`src/rtl/sensor_frame_check.sv`:
```
// sensor_frame_check: checks the emulated LVDS bus idle/frame protocol and frame content, recovers each frame's pattern word.
// Ports: clk, resetn (sync, active-low); lvds = bus under test; cycles_per_frame, idle_0/idle_1 and frame_header give the
// expected framing; clear_errors zeroes err_flags/err_count; frames_ok/frames_bad count closed frames; err_flags is the
// sticky bitmap (0 hdr, 1 ramp, 2 non-uniform data, 3 data/replica, 4 footer, 5 sync loss, 6 overflow, 7 bad config);
// PATTERN_* is a one-entry AXI-Stream master carrying the pattern of each clean frame.
// SENSOR_FRAME_CHECK_DATA_CMP_EN: when defined, repeated data cycles are compared against the captured byte.
module sensor_frame_check #(
  parameter int LVDS_WIDTH = 512,
  parameter int PATTERN_WIDTH = 32
) (
  input  logic                     clk,
  input  logic                     resetn,
  input  logic [LVDS_WIDTH-1:0]    lvds,
  input  logic [31:0]              cycles_per_frame,
  input  logic [7:0]               idle_0,
  input  logic [7:0]               idle_1,
  input  logic [31:0]              frame_header,
  input  logic                     clear_errors,
  output logic [31:0]              frames_ok,
  output logic [31:0]              frames_bad,
  output logic [31:0]              err_count,
  output logic [7:0]               err_flags,
  output logic [PATTERN_WIDTH-1:0] PATTERN_TDATA,
  output logic                     PATTERN_TVALID,
  input  logic                     PATTERN_TREADY
);
  localparam int NB = LVDS_WIDTH / 8;
  localparam int PB = PATTERN_WIDTH / 8;
  typedef enum logic [2:0] {HUNT, EXP1, EXP0, HDR, DATA, FTR} state_t;
  state_t state, state_nx;
  logic [LVDS_WIDTH-1:0] bus, ramp;
  logic [PATTERN_WIDTH-1:0] pat;
  logic [31:0] n, n_nx, len, len_nx;
  logic [7:0] v [8];
  logic [7:0] vld, e, b0;
  logic [2:0] idx;
  logic fbad, uniform, start, close, cap, push, rep_err, frame_err;
  always_comb begin
    for (int k = 0; k < NB; k++) ramp[8*k+:8] = 8'(k);
    for (int k = 0; k < PB; k++) pat[8*k+:8] = v[7-k];
    b0 = bus[7:0];
    uniform = bus == {NB{b0}};
    idx = n[4:2];
    rep_err = 1'b0;
    // only bytes captured in this frame take part in the replica check
    for (int i = 0; i + PB < 8; i++) rep_err = rep_err | (vld[i] & vld[i+PB] & (v[i] != v[i+PB]));
    state_nx = state;
    n_nx = n + 32'd1;
    len_nx = len;
    e = '0;
    start = 1'b0;
    close = 1'b0;
    cap = 1'b0;
    case (state)
      HUNT: state_nx = uniform && b0 == idle_0 ? EXP1 : HUNT;
      EXP1: begin
        state_nx = uniform && b0 == idle_1 ? EXP0 : HUNT;
        e[5] = !(uniform && b0 == idle_1);
      end
      EXP0: begin
        // the matching cycle is itself header cycle n=0; idle_0 wins a tie with the header byte
        start = uniform && b0 != idle_0 && b0 == frame_header[7:0];
        state_nx = uniform && b0 == idle_0 ? EXP1 : HUNT;
        e[5] = !(uniform && (b0 == idle_0 || b0 == frame_header[7:0]));
      end
      HDR: begin
        if (n < 32'd4) e[0] = !uniform || b0 != frame_header[{n[1:0], 3'b000} +: 8];
        else if (n == 32'd11) e[1] = bus != ramp;
        else e[0] = bus != '0;
        if (n == 32'd15) state_nx = len > 32'd20 ? DATA : FTR;
      end
      DATA: begin
        e[2] = !uniform;
        cap = !vld[idx];
`ifdef SENSOR_FRAME_CHECK_DATA_CMP_EN
        e[3] = vld[idx] && b0 != v[idx];
`endif
        if (n == len - 32'd5) state_nx = FTR;
      end
      FTR: begin
        e[4] = bus != '0;
        if (n == len - 32'd1) begin
          close = 1'b1;
          e[3] = rep_err;
          state_nx = EXP0;
        end
      end
      default: state_nx = HUNT;
    endcase
    if (start) begin
      state_nx = HDR;
      n_nx = 32'd1;
      len_nx = cycles_per_frame < 32'd20 ? 32'd20 : cycles_per_frame;
      e[7] = cycles_per_frame < 32'd52 || cycles_per_frame[0];
    end
    // sync loss and overflow never mark a frame bad
    frame_err = start ? e[7] : fbad | e[7] | (|e[4:0]);
    push = close && !frame_err;
    e[6] = push && PATTERN_TVALID && !PATTERN_TREADY;
  end
  always_ff @(posedge clk) begin
    if (!resetn) begin
      bus <= '0;
      state <= HUNT;
      n <= '0;
      len <= '0;
      vld <= '0;
      fbad <= 1'b0;
      frames_ok <= '0;
      frames_bad <= '0;
      err_count <= '0;
      err_flags <= '0;
      PATTERN_TDATA <= '0;
      PATTERN_TVALID <= 1'b0;
    end else begin
      bus <= lvds;
      state <= state_nx;
      n <= n_nx;
      len <= len_nx;
      fbad <= frame_err;
      vld <= start ? '0 : cap ? vld | (8'd1 << idx) : vld;
      if (cap) v[idx] <= b0;
      frames_ok <= frames_ok + 32'(close && !frame_err);
      frames_bad <= frames_bad + 32'(close && frame_err);
      err_flags <= clear_errors ? '0 : err_flags | e;
      err_count <= clear_errors ? '0 : (|e && err_count != '1) ? err_count + 32'd1 : err_count;
      PATTERN_TDATA <= push ? pat : PATTERN_TDATA;
      PATTERN_TVALID <= push | (PATTERN_TVALID & !PATTERN_TREADY);
    end
  end
endmodule

```
`config.mk`:
```
export PLATFORM = sky130hd
export DESIGN_NAME = sensor_frame_check
export DESIGN_NICKNAME = d
export VERILOG_FILES = /design/src/rtl/sensor_frame_check.sv
export SDC_FILE = /design/constraint.sdc
export NUM_CORES = 2
export LEC_CHECK = 0
export BUFFER_PORTS_ARGS = -buffer_cell sky130_fd_sc_hd__buf_2
export CAP_MARGIN = 15
export CORE_AREA = 2 2 288 290
export DETAILED_ROUTE_END_ITERATION = 8
export DIE_AREA = 0 0 290 292
export HOLD_SLACK_MARGIN = 0.05
export PLACE_DENSITY = 0.7
export RECOVER_POWER = 25
export SLEW_MARGIN = 25
export SYNTH_ARGS = -nofsm -noshare
export SYNTH_HDL_FRONTEND = slang
export SYNTH_SLANG_ARGS = --single-unit
```
`constraint.sdc`:
```
create_clock -name clk -period 12.7 [get_ports clk]
set_input_delay 0.635 -clock clk [delete_from_list [all_inputs] [get_ports clk]]
set_output_delay 0.635 -clock clk [all_outputs]
set_load 0.01 [all_outputs]
```
==> out/metrics.cfg <==
[floorplan]
die_x_um=290
dieHeight_um=292
core_area_mm2=0.08158
rows=105
dieArea_mm2=0.08468
initial_core_util_pct=39.55
ioPinCount=733

[sta]
setup_tns_ps=0
fmax_ghz=0.1188
rsz0062_at_grt=false
setup_viol=0
whs_ps=191.7
fin_crit_sh_pct=66.29
drv_slew=730
tightest_slew_ps=5876
skew_ps=28.45
hold_viol_final=0
slew_headroom_pct=-291.7
fin_crit_ps=8419

[clock_tree]
cts_setup_buffers=0
worstSkewPairLatency_ps=650
numCtsBuffers=84
ctsLongestPathBuffers=3
tritoncts=built
ctsHoldBuffers=0
cts_sinks=789
post_cts_resized=0
htreeDepth=3
root_buffer=clkbuf_16
clkTransAtPathRegs_ps=60

[synth]
synth.distinct_cells=83
synth-async-reset-ratio_pct=0
synth_edf_count=64
ys_seq_elements=789
synth_top_area_cell=dfxtp_1
dominantRegCellSynth=dfxtp_1
yosys_warnings=0
yosysTopAreaCellShare_pct=44.98
synth-seq-area-share_pct=50.94
avgSynthCellArea_um2=9.490
synthCells=3400
syn_nets=4003
synthTopCellsByArea=dfxtp_1 (45%), and2_1 (10%), edfxtp_1 (6.0%)
synth_area_mm2=0.03227

[pwr]
power_density_mw_per_mm2=143.1
ir_drop_uv=99.93
leakagePower_uw=0.01632

[layout]
syn_to_final_growth_pct=23.01
final_area_mm2=0.03969
fillCellCount=7749
drive_above_1_share_pct=21.83
nNetsFinal=4678

[grt]
antenna_found_initial=31
grt.overflow.total=0
grt_pass1_vias=28353
grt_pass1_wl_mm=201.7
grt_max_degree=271
grt_util_all_layers_pct=33.23

[worst_setup_path]
worstPathArrival_ps=8910
cp_max_fo=52
critPathTopFamily=simple AND/OR/NAND/NOR gates
path_buf_inv=2
worstSetupPathType=reg -> reg
critPathCaptureType=register
worst_path_largest_cell_delay_ps=2160
path_cells=clkbuf_1, and4_1, o22ai_1, nor4_1, nand4_1, nor4_1, nand4_1, or2_1, or4_2, inv_2, nor3_1, nor2_1, ha_1, ha_1, nand2_1, nor2_1, nand4_1, xor2_1, nor2_1
start_kind=register
cpMaxStageDelayCell=clkbuf_1
crit_required_ps=13200

[routing]
drt-total-wl_mm=146.0
antenna_left=0
vias=29416
dr.pass1.iters=6
via_per_inst=5.622
remaining_drc_errors=0
wl_per_cell_um=27.90
drtIter0Drc=2856

[run]
maxCapViolations=10

[placed_design]
place_hpwl_mm=118.9
placed_cell_area_mm2=0.03681
place_congestion=1.078
io_buffers=732

[worst_hold_path]
min_path_type=in -> reg

[outcome]
violations=capacitance limit, slew limit
outcome=complete, but fails checks

[cells in the mapped netlist, drive strengths merged, types with 15 or more instances]
cell type / count
o22ai: 40
o21ai: 62
a31oi: 15
and2: 528
mux2i: 76
inv: 19
xor2: 108
nand4: 159
or4: 71
and3: 70
xnor2: 104
clkbuf: 127
nand2: 214
buf: 36
and4: 26
edfxtp: 64
nand2b: 16
nor3: 115
nand3: 125
a21oi: 68
nor2: 244
dfxtp: 725
or3: 39
nor4: 198
[cell type report]
class	count	area, um^2	area share [%]
flip-flops and latches	789	16440	41.43
multi-input cells	2429	15130	38.11
repair buffers	752	3776	9.514
clock buffers	103	2283	5.753
well taps	1070	1339	3.373
clock inverters	50	601.8	1.516
inverters	19	71.32	0.1797
diodes	20	50.05	0.1261
[stage by stage]
step           worst slack, ps  std cells  utilization [%]  total power (uW)
6_report                  4281       5232            48.65              5680
5_1_grt                   3352       5215            48.60              5828
4_1_cts                   6048       5211            48.65              5693
3_5_place_dp              6075       5058            45.11              3163
3_3_place_gp              6143       5058            45.07              3164
2_1_floorplan             8325       3400                -              2884
[layout by cell type (no fill, tap or decap), types with 90 or more instances in the layout]
cell type / netlist / routed
dfxtp_1: 725 / 720
buf_2: 20 / 703
and2_1: 526 / 438
nor2_1: 244 / 244
nand2_1: 214 / 214
nor4_1: 195 / 192
nand4_1: 159 / 159
nand3_1: 124 / 123
nor3_1: 114 / 110
xor2_1: 108 / 108
xnor2_1: 104 / 104
and2_0: 2 / 90
[registers in the layout, summed over array words and instances (netlist names)]
signal          flops
PATTERN_TDATA      32
v                  64
n                  32
state               3
frames_ok          32
err_flags           8
fbad                1
vld                 8
PATTERN_TVALID      1
err_count          32
bus               512
len                32
frames_bad         32
[cell families after synthesis]
group / after synthesis / synth area share [%]
DFF: 789 / 50.94
buffers and inverters: 182 / 2.323
muxes: 86 / 2.986
xor gates and xnor gates: 212 / 5.755
and+or+nand+nor: 1836 / 31.93
AOI/OAI and AO/OA: 288 / 5.797
adders and majority gates: 7 / 0.2714
[power by group]
group | switching [uW] | leakage (uW) | internal, uW
clock network | 1070 | 0.00141 | 1480
registers | 148 | 0.00657 | 2600
logic | 211 | 0.00834 | 174
total | 1430 | 0.0163 | 4250
[path summary, 6_finish.rpt]
kind,from,endpoint,slack [ps],cells past startpoint
setup reg to reg,bus[6],frames_bad[22],4280,19
setup / recovery,bus[6],frames_bad[22],4280,19
hold reg to reg,PATTERN_TDATA[19],PATTERN_TDATA[19],460,2
hold / removal,lvds[348],bus[348],190,2
[metal layers]
layer / vias to the layer above / routed length, um / GRT usage, %
met4: 12 / 11320 / 22.57
li1: 13511 / - / -
met5: - / 85 / 0.05672
met2: 1540 / 68610 / 56.10
met3: 445 / 11190 / 6.401
met1: 13908 / 54790 / 38.27
No activity file was read; power rests on OpenSTA's default activity.
